--- src/rtl/wb_seq_if.sv ---
// wb_seq_if: decode/execute, MDU and register-file signals of the writeback sequencer.
// slave is the sequencer's view; master is the surrounding pipeline's view.
interface wb_seq_if;
  logic        op_valid;
  logic        op_ready;
  logic [2:0]  op_class;
  logic [4:0]  op_rd;
  logic        op_mdu;
  logic        dm_ready;
  logic        mdu_done;
  logic        mdu_start;
  logic        hilo_busy;
  logic        rf_we;
  logic [4:0]  rf_waddr;
  logic [2:0]  rd_sel;
  logic        mem_err;
  logic [31:0] perf_stall_cnt;
  modport slave (
    input  op_valid, op_class, op_rd, op_mdu, dm_ready, mdu_done,
    output op_ready, mdu_start, hilo_busy, rf_we, rf_waddr, rd_sel, mem_err, perf_stall_cnt
  );
  modport master (
    output op_valid, op_class, op_rd, op_mdu, dm_ready, mdu_done,
    input  op_ready, mdu_start, hilo_busy, rf_we, rf_waddr, rd_sel, mem_err, perf_stall_cnt
  );
endinterface

--- src/rtl/wb_seq.sv ---
// wb_seq: writeback sequencer driving the register-file write port, load wait, MDU start and HI/LO hazard.
// Define WB_SEQ_PERF_EN to build the saturating non-IDLE stall counter.
module wb_seq #(
  parameter int MEM_TIMEOUT = 16,
  parameter int CNT_W       = 5
) (
  input logic       clk,
  input logic       rst_n,
  wb_seq_if.slave   bus
);
  typedef enum logic [1:0] {IDLE, MEM_WAIT, HILO_WAIT, MDU_WAIT} state_t;
  localparam logic [CNT_W-1:0] LAST = CNT_W'(MEM_TIMEOUT - 1);
  state_t           state_q, state_d;
  logic [CNT_W-1:0] cnt_q, cnt_d;
  logic [4:0]       rd_q, rd_d, waddr_q, waddr_d;
  logic [2:0]       cls_q, cls_d, sel_q, sel_d;
  logic             rf_we_q, rf_we_d, start_q, start_d, busy_q, busy_d, err_q, err_d;
  logic [2:0]       cls;
  logic             accept, blocked, hilo_cls, wr_now, wr_late;
  assign cls      = bus.op_class == 3'b111 ? 3'b000 : bus.op_class;
  assign accept   = bus.op_valid && state_q == IDLE;
  // HI/LO is unusable until the in-flight MDU op signals done
  assign blocked  = busy_q && !bus.mdu_done;
  assign hilo_cls = cls == 3'b011 || cls == 3'b100;
  always_ff @(posedge clk or negedge rst_n) begin
    if (!rst_n) begin
      state_q <= IDLE;
      cnt_q   <= '0;
      rd_q    <= '0;
      cls_q   <= '0;
      waddr_q <= '0;
      sel_q   <= '0;
      rf_we_q <= 1'b0;
      start_q <= 1'b0;
      busy_q  <= 1'b0;
      err_q   <= 1'b0;
    end else begin
      state_q <= state_d;
      cnt_q   <= cnt_d;
      rd_q    <= rd_d;
      cls_q   <= cls_d;
      waddr_q <= waddr_d;
      sel_q   <= sel_d;
      rf_we_q <= rf_we_d;
      start_q <= start_d;
      busy_q  <= busy_d;
      err_q   <= err_d;
    end
  end
  always_comb begin
    state_d = state_q;
    case (state_q)
      IDLE:      if (accept) state_d = bus.op_mdu ? (blocked ? MDU_WAIT : IDLE) :
                                       cls == 3'b001 ? MEM_WAIT :
                                       (hilo_cls && blocked) ? HILO_WAIT : IDLE;
      MEM_WAIT:  if (bus.dm_ready || cnt_q == LAST) state_d = IDLE;
      HILO_WAIT: if (bus.mdu_done) state_d = IDLE;
      MDU_WAIT:  if (bus.mdu_done) state_d = IDLE;
      default:   state_d = IDLE;
    endcase
  end
  always_comb begin
    wr_now  = accept && !bus.op_mdu && cls != 3'b001 && !(hilo_cls && blocked);
    wr_late = (state_q == MEM_WAIT && bus.dm_ready) || (state_q == HILO_WAIT && bus.mdu_done);
    waddr_d = wr_now ? bus.op_rd : wr_late ? rd_q : waddr_q;
    sel_d   = wr_now ? cls : wr_late ? cls_q : sel_q;
    rf_we_d = (wr_now || wr_late) && waddr_d != 5'd0;
    start_d = (accept && bus.op_mdu && !blocked) || (state_q == MDU_WAIT && bus.mdu_done);
    busy_d  = start_d || (busy_q && !bus.mdu_done);
    err_d   = state_q == MEM_WAIT && !bus.dm_ready && cnt_q == LAST;
    cnt_d   = state_q == MEM_WAIT ? cnt_q + 1'b1 : '0;
    rd_d    = accept ? bus.op_rd : rd_q;
    cls_d   = accept ? cls : cls_q;
  end
  assign bus.op_ready  = state_q == IDLE;
  assign bus.rf_we     = rf_we_q;
  assign bus.rf_waddr  = waddr_q;
  assign bus.rd_sel    = sel_q;
  assign bus.mdu_start = start_q;
  assign bus.hilo_busy = busy_q;
  assign bus.mem_err   = err_q;
`ifdef WB_SEQ_PERF_EN
  logic [31:0] perf_q, perf_d;
  assign perf_d = (state_q != IDLE && perf_q != 32'hFFFF_FFFF) ? perf_q + 32'd1 : perf_q;
  always_ff @(posedge clk or negedge rst_n) begin
    if (!rst_n) perf_q <= '0;
    else perf_q <= perf_d;
  end
  assign bus.perf_stall_cnt = perf_q;
`else
  assign bus.perf_stall_cnt = '0;
`endif
endmodule

--- src/flat_wrapper.sv ---
// flat-port wrapper written by rule: the top's interface ports become plain ports
module wb_seq_flat 
#(
  parameter int MEM_TIMEOUT = 16,
  parameter int CNT_W       = 5
)
  (clk, rst_n, bus_op_valid, bus_op_class, bus_op_rd, bus_op_mdu, bus_dm_ready, bus_mdu_done, bus_op_ready, bus_mdu_start, bus_hilo_busy, bus_rf_we, bus_rf_waddr, bus_rd_sel, bus_mem_err, bus_perf_stall_cnt);
  wb_seq_if bus_i ();
  input logic clk;
  input logic rst_n;
  input wire logic [$bits(bus_i.op_valid)-1:0] bus_op_valid;
  input wire logic [$bits(bus_i.op_class)-1:0] bus_op_class;
  input wire logic [$bits(bus_i.op_rd)-1:0] bus_op_rd;
  input wire logic [$bits(bus_i.op_mdu)-1:0] bus_op_mdu;
  input wire logic [$bits(bus_i.dm_ready)-1:0] bus_dm_ready;
  input wire logic [$bits(bus_i.mdu_done)-1:0] bus_mdu_done;
  output wire logic [$bits(bus_i.op_ready)-1:0] bus_op_ready;
  output wire logic [$bits(bus_i.mdu_start)-1:0] bus_mdu_start;
  output wire logic [$bits(bus_i.hilo_busy)-1:0] bus_hilo_busy;
  output wire logic [$bits(bus_i.rf_we)-1:0] bus_rf_we;
  output wire logic [$bits(bus_i.rf_waddr)-1:0] bus_rf_waddr;
  output wire logic [$bits(bus_i.rd_sel)-1:0] bus_rd_sel;
  output wire logic [$bits(bus_i.mem_err)-1:0] bus_mem_err;
  output wire logic [$bits(bus_i.perf_stall_cnt)-1:0] bus_perf_stall_cnt;
  assign bus_i.op_valid = bus_op_valid;
  assign bus_i.op_class = bus_op_class;
  assign bus_i.op_rd = bus_op_rd;
  assign bus_i.op_mdu = bus_op_mdu;
  assign bus_i.dm_ready = bus_dm_ready;
  assign bus_i.mdu_done = bus_mdu_done;
  assign bus_op_ready = bus_i.op_ready;
  assign bus_mdu_start = bus_i.mdu_start;
  assign bus_hilo_busy = bus_i.hilo_busy;
  assign bus_rf_we = bus_i.rf_we;
  assign bus_rf_waddr = bus_i.rf_waddr;
  assign bus_rd_sel = bus_i.rd_sel;
  assign bus_mem_err = bus_i.mem_err;
  assign bus_perf_stall_cnt = bus_i.perf_stall_cnt;
  wb_seq #(.MEM_TIMEOUT(MEM_TIMEOUT), .CNT_W(CNT_W)) u_core (.clk(clk), .rst_n(rst_n), .bus(bus_i));
endmodule
--- config.mk ---
export PLATFORM = sky130hd
export DESIGN_NAME = wb_seq_flat
export DESIGN_NICKNAME = d
export VERILOG_FILES = /design/src/rtl/wb_seq_if.sv /design/src/rtl/wb_seq.sv /design/src/flat_wrapper.sv
export SDC_FILE = /design/constraint.sdc
export NUM_CORES = 1
export LEC_CHECK = 0
export CAP_MARGIN = 10
export CELL_PAD_IN_SITES_DETAIL_PLACEMENT = 1
export CELL_PAD_IN_SITES_GLOBAL_PLACEMENT = 1
export CORE_MARGIN = 5
export CORE_UTILIZATION = 33
export CTS_CLUSTER_DIAMETER = 30
export DETAILED_ROUTE_END_ITERATION = 10
export PLACE_DENSITY = 0.83
export SYNTH_ARGS = -nofsm -noshare
export SYNTH_HDL_FRONTEND = slang
export SYNTH_SLANG_ARGS = --single-unit
--- constraint.sdc ---
create_clock -name clk -period 2.7 [get_ports clk]
set_clock_uncertainty 0.1 [all_clocks]
set_input_delay 0.54 -clock clk [delete_from_list [all_inputs] [get_ports clk]]
set_output_delay 0.54 -clock clk [all_outputs]
set_load 0.03 [all_outputs]
## Word level (Yosys, flattened, before mapping)

Index checks and enable logic that the tools add are counted.

- Flip-flop bits (word level): 27
- Latch bits: 0
- Bits in writable memories: 0
- Bits in read-only memories: 0
- Input bits: 14
- Output and inout port bits: 45
- Word-level logic and storage cells: 67
- Memories: 0

- Add/sub/neg operators: 1
- $mul: 0
- Divide/modulo/power cells: 0
- $lt $le $gt $ge: 0
- Equal/unequal tests: 12
- Shifts and indexed selects: 0
- Muxes and demuxes: 14
- Bitwise logic cells: 0
- Reduce and logical (&&, ||, !) cells: 30

Operators with widths:

| cell | count |
|---|---|
| 2-to-1 mux 5 bit | 3 |
| logical AND 1 bit | 14 |
| 2-to-1 mux 2 bit | 7 |
| 2-to-1 mux 3 bit | 3 |
| equality test 3 bit, second input constant | 2 |
| logical OR 1 bit | 6 |
| inequality test 2 x 1 -> 1 bit, second input constant | 3 |
| one-hot mux 2 bit (3 select lines) | 1 |
| adder 5 x 1 -> 5 bit, second input constant | 1 |
| equality test 5 x 4 -> 1 bit, second input constant | 1 |
| logical NOT 1 bit | 5 |
| nonzero test 5 bit | 1 |
| equality test 2 bit, second input constant | 2 |
| equality test 3 x 1 -> 1 bit, second input constant | 1 |
| equality test 3 x 2 -> 1 bit, second input constant | 1 |
| inequality test 3 x 1 -> 1 bit, second input constant | 1 |
| AND reduction 3 bit | 1 |
| equality test 2 x 1 -> 1 bit, second input constant | 1 |
| logical NOT 2 bit | 1 |
| nonzero test 2 bit | 1 |
| OR reduction 2 bit | 1 |

## Logic depth before layout (Yosys ltp)

Gate-level depths: netlist of the first run.

- Depth after elaboration: 10
- Depth in mapped cells: 7
- Mapped depth without buffers: 6

## Worst setup path before layout of the first run

Ideal clock, no wire load.

- Kind: input-to-reg
- Start: in bus_op_class[0]
- End: reg u_core.rf_we_q (netlist: u_core.bus.rf_we)
- Setup time: 0.143 ns
- Arrival time: 1.961 ns
- Data required time: 2.457 ns
- Slack: 0.496 ns
- Stages on the path: 6
- Buffers on the path: 1
- Path through: clkbuf_1 > or3b_2 > a21o_1 > a22o_1 > a22oi_1 > a41oi_1

- Word-level cells in the longest chain between the ends: 10
- Elaborated cells on any way between the ends: 14
- Those cells by class: eq/ne: 4; mux: 2; reduce/logical: 8

RTL lines:

| item | RTL line | source |
|---|---|---|
| start: declaration | flat_wrapper.sv:12 | `input wire logic [$bits(bus_i.op_class)-1:0] bus_op_class;` |
| equality test 3 bit | wb_seq.sv:20 | `assign cls = bus.op_class == 3'b111 ? 3'b000 : bus.op_class;` |
| 2-to-1 mux 3 bit (*) | wb_seq.sv:20 |  |
| equality test 3 x 2 -> 1 bit or equality test 3 bit (tied branches) | wb_seq.sv:24 | `assign hilo_cls = cls == 3'b011 \|\| cls == 3'b100;` |
| logical OR 1 bit | wb_seq.sv:24 |  |
| logical AND 1 bit | wb_seq.sv:63 | `wr_now = accept && !bus.op_mdu && cls != 3'b001 && !(hilo_cls && blocked);` |
| logical NOT 1 bit | wb_seq.sv:63 |  |
| logical AND 1 bit (*) | wb_seq.sv:63 |  |
| 2-to-1 mux 5 bit | wb_seq.sv:65 | `waddr_d = wr_now ? bus.op_rd : wr_late ? rd_q : waddr_q;` |
| nonzero test 5 bit | wb_seq.sv:67 | `rf_we_d = (wr_now \|\| wr_late) && waddr_d != 5'd0;` |
| logical AND 1 bit (*) | wb_seq.sv:67 |  |
| named net u_core.rf_we_d | wb_seq.sv:17 | `logic rf_we_q, rf_we_d, start_q, start_d, busy_q, busy_d, err_q, err_d;` |
| end signal: assignment | wb_seq.sv:44 | `rf_we_q <= rf_we_d;` |
| end: declaration | wb_seq.sv:17 |  |

The timed path passes the listed nets; every way through them passes the cells marked *.
A chain may end at the register's enable or synchronous reset.

## Worst setup path after layout of the first run

- Start: in bus_op_valid
- End: reg u_core.rf_we_q (netlist: u_core.bus.rf_we)

- Word-level cells in the longest chain between the ends: 7
- Elaborated cells on any way between the ends: 8
- Those cells by class: mux: 1; reduce/logical: 7

RTL lines:

| item | RTL line | source |
|---|---|---|
| start: declaration | flat_wrapper.sv:11 | `input wire logic [$bits(bus_i.op_valid)-1:0] bus_op_valid;` |
| logical AND 1 bit (*) | wb_seq.sv:21 | `assign accept = bus.op_valid && state_q == IDLE;` |
| logical AND 1 bit (*) (3 in series) | wb_seq.sv:63 |  |
| 2-to-1 mux 5 bit | wb_seq.sv:65 |  |
| nonzero test 5 bit | wb_seq.sv:67 |  |
| logical AND 1 bit (*) | wb_seq.sv:67 |  |
| named net u_core.rf_we_d | wb_seq.sv:17 |  |

Marked as above.

==> summary.txt, run 1 <==
Status
  • Status: finished clean

Layout
  • Fillers: 621
  • Final net count: 240
  • Core Util, Final: 39.9%
  • P&R area growth vs syn: 17.9%
  • Non-filler cells, final: 293
  • Antenna cells: 0
  • Share of cells above drive strength 1: 8.97%

Global routing
  • Initial antenna violation count: 0
  • Gr usage total: 12.5%
  • Total gr overflow: 0
  • Largest net degree at the start of global routing: 28
  • Vias in the first global route: 1317
  • First-pass GRT wire length: 6.40 mm

Route
  • DR vias: 1356
  • 1st-iter DRT viols: 65
  • Initial DRT Pass Iterations: 4
  • Final ANT Viol Nets: 0
  • Routed WL: 4.11 mm
  • Residual DRC: 0
  • Vias per inst: 4.63
  • WL/cell: 14.0 µm

Clocking
  • Clk sinks: 27
  • Clk Latency, worst-skew pair: 0.28 ns
  • Hold-fix buffers, CTS: 0
  • CTS Buf Count: 3
  • CTS tree: yes
  • Post-CTS setup buffer count: 0
  • PostCTS Resize Cnt: 0
  • H-Tree Level Count: 1
  • Root Buffer: clkbuf_8
  • Clock buffer depth: 2
  • Clock-pin slew on the worst setup and hold paths: 0.10 ns

Floorplan
  • Total die area: 6780 µm²
  • Core area: 5110 µm²
  • Initial Util: 33.8%
  • # rows: 26
  • Die span in x: 82.3 µm
  • Ports: 59
  • Die Y: 82.3 µm

Placed design
  • Placed Cells: 289
  • IO buf count: 26
  • Hpwl dp: 3.21 mm
  • Final Wtd Congestion: 0.831

Timing
  • Final slew viol count: 0
  • Final setup vio count: 0
  • Hold Vio Cnt, Final: 0
  • Max Freq: 0.411 GHz
  • Tightest hold margin: 0.370 ns
  • RSZ-0062 raised after global routing: false
  • Min Tclk post-route: 2.44 ns
  • Post-route clock period utilization: 90.2%
  • TNS Setup: 0 ns

Synth
  • Synth Area in Simple Gates: 21.7%
  • Synth cell types: 42
  • Syn avg cell area: 8.99 µm²
  • Synth Area in XOR/XNOR: 1.01%
  • #FFs+latches synth: 27
  • Synth Warn #: 0
  • Compound-Gate Fraction of Synth Area: 15.7%
  • Synth Instances: 192
  • Largest family of logic cells by synthesized area: simple AND/OR/NAND/NOR gates
  • Sequential area share after synthesis: 39.1%
  • Mux cell area share after synthesis: 2.03%
  • Post-synthesis adder-cell area fraction: 1.45%
  • Post-Syn Area: 1730 µm²

Critical path
  • CP Data Required Time: 2.75 ns
  • Setup CP Type: in2reg
  • R2r startpoint: u_core.state_q[1]$_DFFE_PN0P_
  • Critical path startpoint: bus_op_valid
  • CP Max Fanout: 4
  • Startpoint class of the critical path: primary input
  • CP arrival: 2.48 ns
  • CP Capture Type: register

Power
  • Sw Share: 40.8%
  • Power Density: 715 nW/µm²
  • Clk pwr share: 16.8%
  • NetSw: 0.593 mW
  • Leak Pwr: 0.926 nW
  • Total power: 1.46 mW
  • Worst IR Drop VDD: 417 µV
  • Seq pwr share: 38.8%
  • Pint: 0.862 mW
  • Combinational share of power: 44.5%

Min path
  • Worst Hold Class: reg2reg
  • Worst Min Path Start: u_core.cnt_q[0]$_DFF_PN0_

Run
  • Maxcap violations: 0
[registers in the layout (all words and copies together), names as in the netlist, 2 cells and up]
register	cells
u_core.bus.rd_sel	3
u_core.bus.rf_waddr	5
u_core.cls_q	3
u_core.cnt_q	5
u_core.rd_q	5
u_core.state_q	2
[layout make-up]
cell class / instances / area, µm² / area share [%]
tap: 70 / 87.6 / 4.30
timing repair buffer: 38 / 350 / 17.2
inverter: 8 / 30.0 / 1.48
clock inverter: 1 / 7.51 / 0.369
sequential: 27 / 676 / 33.2
multi-input combinational: 146 / 843 / 41.4
clock buffer: 3 / 41.3 / 2.03
[power by group through the flow]
stage	Sequential, mW	Clock [mW]	Combinational [mW]
6_report	0.564	0.244	0.648
5_1_grt	0.578	0.280	0.697
4_1_cts	0.567	0.252	0.651
3_5_place_dp	0.575	0	0.647
3_3_place_gp	0.572	0	0.633
2_1_floorplan	0.673	0	0.343
[cell usage in the layout (no fill, tap or decap), types with 5 or more instances in the layout]
| cell type | instances |
|---|---|
| conb_1 | 32 |
| nand2_1 | 25 |
| buf_4 | 12 |
| dfrtp_1 | 27 |
| o21ai_0 | 9 |
| clkdlybuf4s50_1 | 26 |
| nor2b_1 | 5 |
| nand2b_1 | 5 |
| inv_1 | 8 |
| nor2_1 | 10 |
| nor3b_1 | 8 |
[through the flow]
stage	instance area, µm²	worst slack [ns]
after CTS	2040	0.284
final	2040	0.264
after floorplan	1840	0.496
after global routing	2040	0.197
after detailed placement	1990	-0.0241
after global placement	1990	0.0494
[critical path, stage by stage]
cell and delay, ns:
clkdlybuf4s50_1 0.48, or3b_1 0.44, a211o_1 0.31, or3_1 0.33, a22oi_1 0.22, a41oi_1 0.16
[cells by family after synthesis]
family                     Yosys count
buffers and inverters               50
AOI/OAI and AO/OA                   36
muxes                                3
adders and majority gates            2
and+or+nand+nor                     71
xor gates and xnor gates             2
DFF                                 27
other                                1
[cells in the mapped netlist, drive strengths merged]
cell	count	share of area, %
buf	35	16
dfrtp	27	39
nand2	26	6.1
nor2	10	2.2
o21ai	9	2.6
inv	8	1.7
nor3b	8	3.5
clkbuf	7	1.5
nand2b	5	1.8
nor2b	5	1.8
a221o	4	2.3
and2	4	1.4
or3	4	1.4
a211oi	3	2.0
a21oi	3	0.87
a41oi	3	1.5
and3	3	1.1
o22ai	3	1.1
a221oi	2	1.0
a22o	2	1.0
ha	2	1.4
mux2i	2	1.2
nor3	2	0.58
or3b	2	1.0
a211o	1	0.51
a21o	1	0.43
a22oi	1	0.43
a31oi	1	0.36
a32o	1	0.58
conb	1	0.22
mux2	1	0.87
nand3	1	0.29
nand3b	1	0.43
o31ai	1	0.43
o32ai	1	0.51
xnor2	1	0.51
xor2	1	0.51
[path summary, 6_finish.rpt]
path	endpoint	cells after the start	slack, ns
worst max-delay path	u_core.bus.rf_we$_DFF_PN0_	6	0.26
worst min-delay path	u_core.cnt_q[0]$_DFF_PN0_	1	0.37
worst max register to register	u_core.bus.rf_we$_DFF_PN0_	5	0.58
worst min register to register	u_core.cnt_q[0]$_DFF_PN0_	1	0.37
max in group asynchronous	u_core.cls_q[2]$_DFFE_PN0N_	2	1.71
min in group asynchronous	u_core.rd_q[3]$_DFFE_PN0N_	2	0.52
[layer usage]
metal / global-route usage [%] / up-vias / part of all wire [%]
met4: 3.32 / 0 / 1.3
met2: 17.9 / 48 / 43
li1: - / 652 / -
met5: 0 / - / 0
met1: 18.4 / 647 / 49
met3: 3.15 / 9 / 6.1
No activity file was read; power rests on OpenSTA's default activity.
==> run 2, diff against run 1 <==
--- a/config.mk
+++ b/config.mk
@@ -13,6 +13,7 @@
 export CTS_CLUSTER_DIAMETER = 30
 export DETAILED_ROUTE_END_ITERATION = 10
 export PLACE_DENSITY = 0.83
+export RECOVER_POWER = 25
 export SYNTH_ARGS = -nofsm -noshare
 export SYNTH_HDL_FRONTEND = slang
 export SYNTH_SLANG_ARGS = --single-unit
==> summary.txt, run 2 (synthesized netlist as in run 1, its figures left out) <==
Clocking
  • Clk sinks: 27
  • Clk Latency, worst-skew pair: 0.28 ns
  • CTS tree: yes
  • Post-CTS setup buffer count: 0
  • PostCTS Resize Cnt: 0
  • Root Buffer: clkbuf_8
  • CTS Buf Count: 3
  • Hold-fix buffers, CTS: 0
  • Clock-pin slew on the worst setup and hold paths: 0.10 ns
  • H-Tree Level Count: 1
  • Clock buffer depth: 2

Critical path
  • CP Capture Type: register
  • CP arrival: 2.48 ns
  • CP Data Required Time: 2.75 ns
  • R2R depth: 5
  • Setup CP Type: in2reg
  • CP Max Fanout: 4
  • Startpoint class of the critical path: primary input

Route
  • DR vias: 1357
  • 1st-iter DRT viols: 60
  • Vias per inst: 4.63
  • Initial DRT Pass Iterations: 4
  • WL/cell: 14.0 µm
  • Final ANT Viol Nets: 0
  • Routed WL: 4.12 mm
  • Residual DRC: 0

Timing
  • RSZ-0062 raised after global routing: false
  • TNS Setup: 0 ns
  • Hold Vio Cnt, Final: 0
  • Relative slew slack: -0.797%
  • Min Tclk post-route: 2.44 ns
  • Post-route clock period utilization: 90.2%
  • Max Freq: 0.411 GHz
  • Worst slew pin tran: 1.51 ns
  • Final setup vio count: 0
  • Final slew viol count: 28
  • Tightest hold margin: 0.370 ns

Status
  • Status: complete, but fails checks
  • Failing checks: capacitance limit, slew limit

Global routing
  • Total gr overflow: 0
  • Gr usage total: 12.5%
  • Vias in the first global route: 1317
  • Initial antenna violation count: 0
  • First-pass GRT wire length: 6.40 mm
  • Largest net degree at the start of global routing: 28

Min path
  • Worst Hold Class: reg2reg
  • Hold-critical path depth: 1

Floorplan
  • Total die area: 6780 µm²
  • Die Y: 82.3 µm
  • Ports: 59
  • Core area: 5110 µm²
  • Initial Util: 33.8%
  • Die span in x: 82.3 µm
  • # rows: 26

Layout
  • Non-filler cells, final: 293
  • Most common cell after layout, fill and taps aside: conb_1
  • Fillers: 623
  • Final net count: 240
  • Share of cells above drive strength 1: 8.52%
  • P&R area growth vs syn: 17.7%
  • Area occupied by multi-input gates: 843 µm²
  • Seq. cell area: 676 µm²
  • Antenna cells: 0
  • Most frequent cells in the layout: conb_1 (32), dfrtp_1 (27), nand2_1 (25), clkdlybuf4s50_1 (25), buf_4 (11)

Placed design
  • Hpwl dp: 3.21 mm
  • Final Wtd Congestion: 0.831
  • IO buf count: 26
  • Placed Cells: 289

Power
  • Leak Pwr: 0.923 nW
  • Total power: 1.45 mW
  • Worst IR Drop VDD: 417 µV
  • Power Density: 716 nW/µm²

Run
  • Maxcap violations: 1
[run 2: cell types whose count changed in the layout (fill, tap and decap cells not counted)]
cell,before,now
clkdlybuf4s50_1,26,25
buf_4,12,11
dlygate4sd3_1,0,1
clkbuf_1,0,1
[run 2: final cells by class]
cell class | count | share of cell area, %
multi-input cells | 146 | 41.5
flip-flops and latches | 27 | 33.3
repair buffers | 38 | 17.1
well taps | 70 | 4.31
clock buffers | 3 | 2.03
inverters | 8 | 1.48
clock inverters | 1 | 0.369
[run 2: worst paths after layout]
path,from,slack (ns),to
max,bus_op_valid,0.26,u_core.bus.rf_we$_DFF_PN0_
min,u_core.cnt_q[0]$_DFF_PN0_,0.37,u_core.cnt_q[0]$_DFF_PN0_
max reg2reg,u_core.state_q[1]$_DFFE_PN0P_,0.58,u_core.bus.rf_we$_DFF_PN0_
min reg2reg,u_core.cnt_q[0]$_DFF_PN0_,0.37,u_core.cnt_q[0]$_DFF_PN0_
max in group asynchronous,rst_n,0.57,u_core.cls_q[2]$_DFFE_PN0N_
min in group asynchronous,rst_n,1.04,u_core.rd_q[3]$_DFFE_PN0N_
[run 2: report_power, final]
part | switching, mW | internal, mW
registers | 0.0705 | 0.494
clock network | 0.139 | 0.105
logic | 0.384 | 0.263
[run 2: routing by layer]
layer,wire [µm],GRT usage [%],share of wire (%),vias up
met5,0,0,0,-
met4,55,3.32,1.3,0
met3,253,3.15,6.1,9
met2,1770,17.9,43,48
met1,2040,18.4,49,648
li1,-,-,-,652
[run 2: through the flow]
step           cell area, µm²  util [%]  setup WS [ns]
5_1_grt                  2030      39.8          0.191
3_5_place_dp             1990      38.9        -0.0241
2_1_floorplan            1840         -          0.496
4_1_cts                  2040      39.9          0.284
3_3_place_gp             1990      38.9         0.0494
6_report                 2030      39.8          0.264
[run 2: critical path, cell delays in order]
cell	delay [ns]
clkdlybuf4s50_1	0.48
or3b_1	0.44
a211o_1	0.31
or3_1	0.33
a22oi_1	0.22
a41oi_1	0.16
